File: src/rtl/pulse_meas.sv
// pulse_meas: fabric-side receiver for serialized pulse trains.
// Consumes one 8-bit deserialized word per clk_div cycle (bit 0 earliest)
// and measures each pulse's high width and the preceding low gap in bit
// times. It also counts pulses and ends a measurement on count or idle timeout.
//
// Ports:
//   clk_div, rst      - clock, synchronous active-high reset
//   data_i[7:0]       - sample word, bit 0 first in time
//   arm_i             - level; rising edge starts a measurement
//   pulse_num_i[10:0] - expected pulse count, 0 = run until timeout
//   timeout_us_i[15:0]- idle-low limit in us, 0 = disabled
//   width_o, gap_o    - last pulse width / preceding gap (bits)
//   meas_valid_o      - strobe when width_o/gap_o update
//   pulse_cnt_o       - pulses completed since arm
//   done_o            - strobe at end of measurement
//   timeout_o, err_o  - sticky status, cleared on arm
//   busy_o            - measurement in progress
//
// state    | meaning
// IDLE     | waiting for an arm edge
// WAIT_LOW | armed, line still high; waiting for a low bit
// LOW      | line low, accumulating gap and timeout
// HIGH     | line high, accumulating width
// DONE     | one-cycle end-of-measurement strobe
module pulse_meas #(
    parameter int WORDS_PER_US = 125,
    parameter int WIDTH_W      = 11,
    parameter int GAP_W        = 27
) (
    input  logic               clk_div,
    input  logic               rst,
    input  logic [7:0]         data_i,
    input  logic               arm_i,
    input  logic [10:0]        pulse_num_i,
    input  logic [15:0]        timeout_us_i,
    output logic [WIDTH_W-1:0] width_o,
    output logic [GAP_W-1:0]   gap_o,
    output logic               meas_valid_o,
    output logic [10:0]        pulse_cnt_o,
    output logic               done_o,
    output logic               timeout_o,
    output logic               err_o,
    output logic               busy_o
);

    localparam int CYC_W = (WORDS_PER_US > 1) ? $clog2(WORDS_PER_US) : 1;
    localparam logic [CYC_W-1:0] CYC_LAST = CYC_W'(WORDS_PER_US - 1);

    typedef enum logic [2:0] {S_IDLE, S_WAIT_LOW, S_LOW, S_HIGH, S_DONE} state_t;

    // Index of the lowest set bit, 8 when the word is all zeros.
    function automatic logic [3:0] first_one(input logic [7:0] w);
        logic [3:0] idx;
        idx = 4'd8;
        for (int i = 7; i >= 0; i--)
            if (w[i]) idx = 4'(i);
        return idx;
    endfunction

    // Index of the lowest clear bit at or above lo, 8 when none.
    function automatic logic [3:0] first_zero_from(input logic [7:0] w, input logic [3:0] lo);
        logic [3:0] idx;
        idx = 4'd8;
        for (int i = 7; i >= 0; i--)
            if (!w[i] && (4'(i) >= lo)) idx = 4'(i);
        return idx;
    endfunction

    function automatic logic ones_above(input logic [7:0] w, input logic [3:0] f);
        logic any;
        any = 1'b0;
        for (int i = 0; i < 8; i++)
            if (w[i] && (4'(i) > f)) any = 1'b1;
        return any;
    endfunction

    function automatic logic [GAP_W-1:0] gap_add(input logic [GAP_W-1:0] g, input logic [3:0] n);
        logic [GAP_W:0] s;
        s = {1'b0, g} + (GAP_W+1)'(n);
        return s[GAP_W] ? '1 : s[GAP_W-1:0];
    endfunction

    // Input capture and arm edge detection.
    logic [7:0]  data_q;
    logic [10:0] pulse_num_q;
    logic [15:0] timeout_us_q;
    logic        arm_meta_q, arm_sync_q, arm_prev_q;

    state_t             state_q, state_d;
    logic [GAP_W-1:0]   gap_acc_q, gap_acc_d;
    logic [WIDTH_W-1:0] width_acc_q, width_acc_d;
    logic               first_q, first_d;
    logic [CYC_W-1:0]   cyc_q, cyc_d;
    logic [15:0]        us_q, us_d;
    logic [10:0]        cnt_q, cnt_d;
    logic [WIDTH_W-1:0] width_o_q, width_o_d;
    logic [GAP_W-1:0]   gap_o_q, gap_o_d;
    logic               meas_valid_q, meas_valid_d;
    logic               done_q, done_d;
    logic               tmo_q, tmo_d;
    logic               err_q, err_d;

    logic               arm_edge, all_ones, publish, w_sat;
    logic [3:0]         r_idx, f_lo, f0, f_pub, w_inc;
    logic [WIDTH_W:0]   w_sum;
    logic [WIDTH_W-1:0] w_next, pub_width;
    logic [GAP_W-1:0]   pub_gap, gap_rise;

    always_ff @(posedge clk_div) begin
        if (rst) begin
            data_q       <= '0;
            pulse_num_q  <= '0;
            timeout_us_q <= '0;
            arm_meta_q   <= 1'b0;
            arm_sync_q   <= 1'b0;
            arm_prev_q   <= 1'b0;
            state_q      <= S_IDLE;
            gap_acc_q    <= '0;
            width_acc_q  <= '0;
            first_q      <= 1'b0;
            cyc_q        <= '0;
            us_q         <= '0;
            cnt_q        <= '0;
            width_o_q    <= '0;
            gap_o_q      <= '0;
            meas_valid_q <= 1'b0;
            done_q       <= 1'b0;
            tmo_q        <= 1'b0;
            err_q        <= 1'b0;
        end else begin
            data_q       <= data_i;
            pulse_num_q  <= pulse_num_i;
            timeout_us_q <= timeout_us_i;
            arm_meta_q   <= arm_i;
            arm_sync_q   <= arm_meta_q;
            arm_prev_q   <= arm_sync_q;
            state_q      <= state_d;
            gap_acc_q    <= gap_acc_d;
            width_acc_q  <= width_acc_d;
            first_q      <= first_d;
            cyc_q        <= cyc_d;
            us_q         <= us_d;
            cnt_q        <= cnt_d;
            width_o_q    <= width_o_d;
            gap_o_q      <= gap_o_d;
            meas_valid_q <= meas_valid_d;
            done_q       <= done_d;
            tmo_q        <= tmo_d;
            err_q        <= err_d;
        end
    end

    assign arm_edge = arm_sync_q & ~arm_prev_q;
    assign all_ones = &data_q;
    assign r_idx    = first_one(data_q);
    assign f_lo     = first_zero_from(data_q, r_idx + 4'd1);
    assign f0       = first_zero_from(data_q, 4'd0);
    assign w_inc    = all_ones ? 4'd8 : f0;
    assign w_sum    = {1'b0, width_acc_q} + (WIDTH_W+1)'(w_inc);
    assign w_sat    = w_sum[WIDTH_W];
    assign w_next   = w_sat ? '1 : w_sum[WIDTH_W-1:0];
    assign gap_rise = gap_add(gap_acc_q, r_idx);

    always_comb begin
        state_d      = state_q;
        gap_acc_d    = gap_acc_q;
        width_acc_d  = width_acc_q;
        first_d      = first_q;
        cyc_d        = cyc_q;
        us_d         = us_q;
        cnt_d        = cnt_q;
        width_o_d    = width_o_q;
        gap_o_d      = gap_o_q;
        meas_valid_d = 1'b0;
        done_d       = 1'b0;
        tmo_d        = tmo_q;
        err_d        = err_q;
        publish      = 1'b0;
        pub_width    = '0;
        pub_gap      = '0;
        f_pub        = 4'd0;

        case (state_q)
            S_IDLE: begin
                if (arm_edge) begin
                    state_d     = S_WAIT_LOW;
                    cnt_d       = '0;
                    tmo_d       = 1'b0;
                    err_d       = 1'b0;
                    gap_acc_d   = '0;
                    width_acc_d = '0;
                    first_d     = 1'b1;
                    cyc_d       = '0;
                    us_d        = '0;
                end
            end
            S_WAIT_LOW: begin
                if (!all_ones) begin
                    state_d   = S_LOW;
                    gap_acc_d = '0;
                    cyc_d     = '0;
                    us_d      = '0;
                end
            end
            S_LOW: begin
                if (r_idx == 4'd8) begin
                    gap_acc_d = gap_add(gap_acc_q, 4'd8);
                    if (cyc_q == CYC_LAST) begin
                        cyc_d = '0;
                        if ((timeout_us_q != 16'd0) && (us_q == timeout_us_q - 16'd1)) begin
                            tmo_d   = 1'b1;
                            state_d = S_DONE;
                        end else begin
                            us_d = us_q + 16'd1;
                        end
                    end else begin
                        cyc_d = cyc_q + CYC_W'(1);
                    end
                end else begin
                    // A rise restarts the idle timer.
                    cyc_d = '0;
                    us_d  = '0;
                    if (f_lo != 4'd8) begin
                        publish   = 1'b1;
                        pub_width = WIDTH_W'(f_lo - r_idx);
                        pub_gap   = gap_rise;
                        f_pub     = f_lo;
                    end else begin
                        width_acc_d = WIDTH_W'(4'd8 - r_idx);
                        gap_acc_d   = gap_rise;
                        state_d     = S_HIGH;
                    end
                end
            end
            S_HIGH: begin
                if (w_sat) err_d = 1'b1;
                if (all_ones) begin
                    width_acc_d = w_next;
                end else begin
                    publish   = 1'b1;
                    pub_width = w_next;
                    pub_gap   = gap_acc_q;
                    f_pub     = f0;
                end
            end
            S_DONE: begin
                state_d = S_IDLE;
                done_d  = 1'b1;
            end
            default: state_d = S_IDLE;
        endcase

        if (publish) begin
            width_o_d    = pub_width;
            gap_o_d      = first_q ? '0 : pub_gap;
            meas_valid_d = 1'b1;
            cnt_d        = cnt_q + 11'd1;
            first_d      = 1'b0;
            // Bits from the fall to the end of the word are already low.
            gap_acc_d    = GAP_W'(4'd8 - f_pub);
            if (ones_above(data_q, f_pub)) err_d = 1'b1;
            if ((pulse_num_q != 11'd0) && (cnt_q + 11'd1 == pulse_num_q))
                state_d = S_DONE;
            else
                state_d = S_LOW;
        end
    end

    assign width_o      = width_o_q;
    assign gap_o        = gap_o_q;
    assign meas_valid_o = meas_valid_q;
    assign pulse_cnt_o  = cnt_q;
    assign done_o       = done_q;
    assign timeout_o    = tmo_q;
    assign err_o        = err_q;
    assign busy_o       = (state_q != S_IDLE);

endmodule

File: config.mk
export PLATFORM = sky130hd
export DESIGN_NAME = pulse_meas
export DESIGN_NICKNAME = d
export VERILOG_FILES = /design/src/rtl/pulse_meas.sv
export SDC_FILE = /design/constraint.sdc
export NUM_CORES = 1
export LEC_CHECK = 0
export ABC_AREA = 1
export BUFFER_PORTS_ARGS = -buffer_cell sky130_fd_sc_hd__buf_2
export CORE_ASPECT_RATIO = 0.75
export CORE_UTILIZATION = 65
export CTS_CLUSTER_SIZE = 12
export DETAILED_ROUTE_END_ITERATION = 16
export GPL_TIMING_DRIVEN = 0
export PLACE_DENSITY = 0.86
export SLEW_MARGIN = 15
export SYNTH_ARGS = -nofsm -noshare
export SYNTH_HDL_FRONTEND = slang
export SYNTH_SLANG_ARGS = --single-unit
File: constraint.sdc
create_clock -name clk_div -period 8.15 [get_ports clk_div]
set_clock_uncertainty 0.1 [all_clocks]
set_input_delay 0.4075 -clock clk_div [delete_from_list [all_inputs] [get_ports clk_div]]
set_output_delay 0.4075 -clock clk_div [all_outputs]
set_load 0.02 [all_outputs]
==> out/qor.csv, run 1 <==
stage;metric;value;unit
drt;wl_met3;3.88;mm
clocking;holdBufCountCts;0;
grt;grt_overflow;0;
grt;grt_usage;0.406;
synth;synthCells;1453;
die;die_y;108;um
drt;wl_met1;13.2;mm
clocking;h-tree-depth;4;
die;initial_core_util;0.668;
layout;fin_nets;1630;
clocking;ctsRootBufferMaster;clkbuf_16;
critical_path;cp_max_fo;10;
critical_path;critical_path_arrival;4670;ps
clocking;postCtsResizedCells;0;
synth;synth.distinct_cells;56;
drt;ant_nets;0;
synth;syn_area_per_cell;6.69;um^2
sta;slew-limit-headroom;0.367;
job;max_cap_viol_count;0;
grt;grt_max_degree;17;
drt;wire_per_inst;17.0;um
sta;fin_crit;4380;ps
critical_path;reg2regPathDepth;24;
drt;highest_layer;met4;
min_path;hold_depth;3;
die;dieArea;15400;um^2
place;gp_congestion;1.00;
sta;fin_crit_sh;0.537;
min_path;worstHoldPathType;in2reg;
place;detailed_place_hpwl;22.1;mm
drt;dr_total_vias;10357;
sta;setup_ws;3770;ps
pwr;irDropWorstVdd;0.189;mV
layout;antenna_cells;0;
clocking;post_cts_buffers;0;
critical_path;critical_path_class;reg2reg;
drt;wl;30.2;mm
outcome;status;complete, no violations;
sta;final-hold-violation-count;0;
sta;hold_slack;55.0;ps
sta;max_freq;228;MHz
die;core_region_area;14500;um^2
drt;drt-initial-drc-count;1548;
drt;first_pass_iters;6;
layout;stdcell_count;1774;
die;dieWidth;143;um
place;port_buffers;90;
synth;yosysWarnings;0;
place;pre_cts_ws;4020;ps
pwr;p_per_area;267;nW/um^2
synth;synth_seq_area_share;0.321;
drt;post-route-drc-count;0;
critical_path;critPathCaptureType;flip-flop;
synth;syn_area;9720;um^2
clocking;cts_buffers;17;
clocking;clkSinkCount;156;
sta;grt_setup_unrepaired;false;
place;place_inst;1743;
die;num_rows;38;
layout;final_util;0.758;
die;pin_count;92;
grt;grt_pass1_wl;47.9;mm
grt;antenna_found_initial;0;
sta;finalSetupTns;0;ps
drt;wl_met2;12.4;mm
sta;worstMarginPinSlew;944;ps
pwr;power_leakage;4.85;nW
critical_path;required;8440;ps
clocking;insertion_delay;450;ps
drt;via_per_inst;5.84;
layout;syn2layout_area_growth;13.4;%
synth;synth_fp_nets;1521;
sta;setup-violations-final;0;
layout;drive_gt1_frac;0.133;
critical_path;start_kind;flip-flop;
clocking;clockBufferDepth;2;
grt;grt_pass1_vias;9421;
synth;ys_ff_latch;156;
clocking;cts.reportedPaths.clkPinSlew;70;ps
clocking;tritoncts;yes;
sta;final_max_slew_viol_count;0;
## worst max-delay path, cell delays in order, from the launching register on
cell and delay, ps:
dfxtp_1 430, inv_2 120, nand2_1 80, nand2_1 40
nand2_1 60, nand2_1 50, nand2_1 80, nand2_1 130
inv_1 270, ha_1 270, nand3_1 90, nand3_1 110
nand2_1 100, a21oi_2 340, inv_1 100, nor2_1 260
inv_2 110, nor3_4 230, nand2_2 210, clkinv_2 250
buf_4 260, nor2_1 90, o22ai_1 300, nand3_1 150
nand2_1 90
## report_power, final
part	switching [mW]	internal [mW]	total (mW)
Sequential	0.0727	0.845	0.918
Clock	0.343	0.490	0.834
Combinational	0.815	0.372	1.19
Total	1.23	1.71	2.94
## routing by layer
metal | vias up | global-route usage
li1 | 4955 | -
met1 | 4649 | 0.564
met2 | 679 | 0.590
met3 | 74 | 0.117
met4 | 0 | 0.151
met5 | - | 0
## registers in the layout, summed over array words and instances (netlist names), 3 cells and up
register and cells:
cyc_q 7, data_q 8, gap_acc_q 27, gap_o 27
pulse_cnt_o 11, pulse_num_q 11, state_q 3, timeout_us_q 16
us_q 16, width_acc_q 11, width_o 11
## stage by stage
step	cell area [um^2]	total power [mW]
floorplan	9720	1.74
global placement	10400	2.04
detailed placement	10400	2.07
CTS	11000	2.90
global route	11000	3.07
finish	11000	2.94
## kinds of logic (layout without fill, tap and decap cells)
logic type                 Yosys count  in the layout  synth area share
adders and majority gates           30             30            0.0409
xor gates and xnor gates            67             67            0.0604
DFF                                156            156             0.321
and+or+nand+nor                    691            691             0.316
buffers and inverters              256            377             0.110
AOI/OAI and AO/OA                  253            253             0.152
## area by class of cell
class / instances / area [um^2]
Multi-Input combinational cell: 1041 / 5530
Fill cell: 1200 / 3530
Sequential cell: 156 / 3120
Inverter: 204 / 769
Timing Repair Buffer: 90 / 450
Clock buffer: 18 / 439
Buffer: 52 / 297
Tap cell: 200 / 250
Clock inverter: 13 / 165
## cell usage after synthesis, drive strengths merged
| cell type | count | area [um^2] |
|---|---|---|
| a211oi | 1 | 7.51 |
| a21o | 1 | 7.51 |
| a21oi | 99 | 507 |
| a221oi | 2 | 23.8 |
| a22oi | 5 | 37.5 |
| a31oi | 11 | 68.8 |
| a32o | 6 | 60.1 |
| a41oi | 1 | 8.76 |
| and3 | 2 | 12.5 |
| buf | 28 | 206 |
| clkbuf | 24 | 90.1 |
| clkinv | 2 | 8.75 |
| dfxtp | 156 | 3120 |
| fa | 3 | 60.1 |
| ha | 27 | 338 |
| inv | 202 | 761 |
| nand2 | 318 | 1210 |
| nand3 | 81 | 415 |
| nand3b | 1 | 7.51 |
| nand4 | 24 | 150 |
| nor2 | 203 | 856 |
| nor3 | 35 | 223 |
| nor3b | 4 | 30.0 |
| nor4 | 13 | 96.3 |
| o2111ai | 14 | 129 |
| o211ai | 4 | 30.0 |
| o21a | 1 | 7.51 |
| o21ai | 80 | 408 |
| o21bai | 2 | 15.0 |
| o221ai | 1 | 8.76 |
| o22ai | 24 | 150 |
| o2bb2ai | 1 | 8.76 |
| or2 | 10 | 62.6 |
| xnor2 | 13 | 114 |
| xor2 | 54 | 473 |
## worst paths after layout
path	from	endpoint	slack, ps
worst max-delay path	data_q[5]	gap_o[23]	3770
worst min-delay path	timeout_us_i[3]	timeout_us_q[3]	60
worst max register to register	data_q[5]	gap_o[23]	3770
worst min register to register	arm_meta_q	arm_sync_q	310
## cell usage in the layout (no fill, tap or decap), types with 13 or more instances in the layout
master,n
xor2_1,54
ha_1,27
o22ai_1,24
dfxtp_1,156
inv_1,181
inv_2,20
xnor2_1,13
clkbuf_16,17
nand3_1,79
clkbuf_1,24
nor2_1,192
buf_2,96
nand4_1,24
nor3_1,28
nand2_1,310
o21ai_0,76
o2111ai_1,13
a21oi_1,96
Power figures use the tool's default switching activity.
==> inputs of run 2 (changes only) <==
--- a/config.mk
+++ b/config.mk
@@ -8,11 +8,11 @@
 export ABC_AREA = 1
 export BUFFER_PORTS_ARGS = -buffer_cell sky130_fd_sc_hd__buf_2
 export CORE_ASPECT_RATIO = 0.75
-export CORE_UTILIZATION = 65
+export CORE_UTILIZATION = 55
 export CTS_CLUSTER_SIZE = 12
 export DETAILED_ROUTE_END_ITERATION = 16
 export GPL_TIMING_DRIVEN = 0
-export PLACE_DENSITY = 0.86
+export PLACE_DENSITY = 0.78
 export SLEW_MARGIN = 15
 export SYNTH_ARGS = -nofsm -noshare
 export SYNTH_HDL_FRONTEND = slang
==> constraint.sdc (replaced) <==
create_clock -name clk_div -period 3.9 [get_ports clk_div]
set_clock_uncertainty 0.1 [all_clocks]
set_input_delay 0.195 -clock clk_div [delete_from_list [all_inputs] [get_ports clk_div]]
set_output_delay 0.195 -clock clk_div [all_outputs]
set_load 0.02 [all_outputs]
==> out/qor.csv, run 2 (synthesis results as in run 1) <==
stage;metric;value;unit;change
critical_path;critical_path_class;reg2reg;;unchanged
sta;setup-violations-final;0;;unchanged
layout;layout_commonest_cell;nand2_1;;unchanged
clocking;clkSinkCount;156;;unchanged
critical_path;required;4180;ps;was 8440 ps
critical_path;worst-path-buf-inv;6;;unchanged
grt;grt_pass1_wl;48.8;mm;was 47.9 mm
place;pre_cts_ws;-378;ps;was 4020 ps
critical_path;critical-path-top-delay-family;simple AND/OR/NAND/NOR gates;;unchanged
drt;dr_total_vias;10343;;was 10357
sta;fin_crit_sh;0.966;;was 0.537
pwr;p_per_area;532;nW/um^2;was 267 nW/um^2
sta;slew-limit-headroom;0.430;;was 0.367
pwr;finalPower;6.15;mW;was 2.94 mW
drt;wl;31.0;mm;was 30.2 mm
sta;setup_ws;134;ps;was 3770 ps
sta;max_freq;266;MHz;was 228 MHz
clocking;cts.reportedPaths.clkPinSlew;70;ps;about the same
critical_path;crit_chain;inv_2 -> nand2_2 -> a21oi_1 -> nor2_4 -> buf_4 -> ha_1 -> nand3_1 -> nand3_1 -> nand2_1 -> a21oi_4 -> inv_1 -> nor2_4 -> inv_2 -> nor3_4 -> nand2_4 -> clkinv_4 -> buf_4 -> nor2_1 -> o21ai_2 -> nand3_1 -> nand2_1;;was inv_2 -> nand2_1 -> nand2_1 -> nand2_1 -> nand2_1 -> nand2_1 -> nand2_1 -> inv_1 -> ha_1 -> nand3_1 -> nand3_1 -> nand2_1 -> a21oi_2 -> inv_1 -> nor2_1 -> inv_2 -> nor3_4 -> nand2_2 -> clkinv_2 -> buf_4 -> nor2_1 -> o22ai_1 -> nand3_1 -> nand2_1
critical_path;critical_path_arrival;4050;ps;was 4670 ps
pwr;power_leakage;5.07;nW;was 4.85 nW
drt;wire_per_inst;16.7;um;was 17.0 um
drt;via_per_inst;5.57;;was 5.84
place;detailed_place_hpwl;22.6;mm;was 22.1 mm
sta;worstMarginPinSlew;851;ps;was 944 ps
grt;grt_max_degree;17;;unchanged
critical_path;cpPeakStageDelay;380;ps;was 430 ps
clocking;tritoncts;yes;;unchanged
layout;syn2layout_area_growth;19.1;%;was 13.4%
grt;grt_overflow;0;;unchanged
critical_path;critPathCaptureType;flip-flop;;unchanged
drt;ant_nets;0;;unchanged
job;max_cap_viol_count;0;;unchanged
die;die_y;117;um;was 108 um
die;dieWidth;155;um;was 143 um
die;num_rows;41;;was 38
drt;drt-initial-drc-count;1337;;was 1548
die;pin_count;92;;unchanged
die;initial_core_util;0.571;;was 0.668
critical_path;cp_max_fo;10;;unchanged
pwr;irDropWorstVdd;0.323;mV;was 0.189 mV
critical_path;cp_common_cell;nand3_1;;was nand2_1
sta;hold_slack;311;ps;was 55.0 ps
critical_path;start_kind;flip-flop;;unchanged
min_path;worstHoldPathType;reg2reg;;was in2reg
place;port_buffers;90;;unchanged
outcome;status;complete, no violations;;unchanged
grt;grt_usage;0.348;;was 0.406
clocking;cts_buffers;17;;unchanged
layout;nFillCells;1481;;was 1200
layout;final_util;0.680;;was 0.758
drt;post-route-drc-count;0;;unchanged
layout;layout_common_cells;306 x nand2_1, 188 x nor2_1, 178 x inv_1;;was 310 x nand2_1, 192 x nor2_1, 181 x inv_1
clocking;ctsRootBufferMaster;clkbuf_16;;unchanged
critical_path;r2r_setup_slack;130;ps;was 3770 ps
grt;antenna_found_initial;0;;unchanged
die;core_region_area;17000;um^2;was 14500 um^2
grt;grt_pass1_vias;9147;;was 9421
layout;drive_gt1_frac;0.147;;was 0.133
place;gp_congestion;1.02;;was 1.00
sta;fin_crit;3770;ps;was 4380 ps
clocking;h-tree-depth;4;;unchanged
drt;first_pass_iters;6;;unchanged
clocking;clockBufferDepth;2;;unchanged
sta;final_max_slew_viol_count;0;;unchanged
layout;antenna_cells;0;;unchanged
sta;final-hold-violation-count;0;;unchanged
critical_path;cpMaxStageDelayCell;nor3_4;;was dfxtp_1
clocking;insertion_delay;440;ps;was 450 ps
die;dieArea;18200;um^2;was 15400 um^2
sta;finalSetupTns;0;ps;unchanged
layout;fin_nets;1676;;was 1630
-- run 2: tightest hold or removal path, delay by kind of cell, from the launching register on --
kind / cells / cell delay [ps]
flip-flops: 1 / 300
buffers and inverters: 1 / 40
AND/OR/NAND/NOR: 1 / 30
-- run 2: worst paths after layout --
| path | cells after the start | endpoint | startpoint |
|---|---|---|---|
| setup / recovery | 21 | gap_o[2] | data_q[3] |
| hold / removal | 2 | arm_sync_q | arm_meta_q |
| setup reg to reg | 21 | gap_o[2] | data_q[3] |
| hold reg to reg | 2 | arm_sync_q | arm_meta_q |
-- run 2: what timing repair did --
action	in CTS	in global routing
resized for setup	7	20
hold endpoints to repair	36	0
endpoints found under the setup margin	35	42
setup buffers	1	9
pin swaps	1	7
hold buffers	36	0
-- run 2: per-stage QoR --
step	instance area, um^2	cells
after floorplan	9720	1453
after global placement	10500	1779
after detailed placement	10500	1779
after CTS	11400	1848
after global routing	11600	1857
final	11600	1857
-- run 2: metal layers --
layer / global-route usage / vias to the layer above / wire length, um / share of wire
met5: 0 / - / 0 / 0
met4: 0.100 / 0 / 616 / 0.020
met3: 0.0773 / 53 / 3420 / 0.11
met2: 0.516 / 528 / 12700 / 0.41
met1: 0.505 / 4706 / 14300 / 0.46
li1: - / 5056 / - / -
-- run 2: layout make-up --
class                   count  area [um^2]  share of cell area
plain buffers              52          297              0.0256
clock inverters            13          144              0.0124
repair buffers            136          886              0.0765
clock buffers              19          453              0.0391
inverters                 204          773              0.0668
flip-flops and latches    156         3130               0.270
well taps                 236          295              0.0255
multi-input cells        1041         5600               0.484
-- run 2: power breakdown --
part	total, mW	internal (mW)	switching (mW)	leakage, nW
combinational	2.52	0.814	1.71	3.50
sequential	1.91	1.77	0.146	1.27
clock	1.72	0.943	0.777	0.293
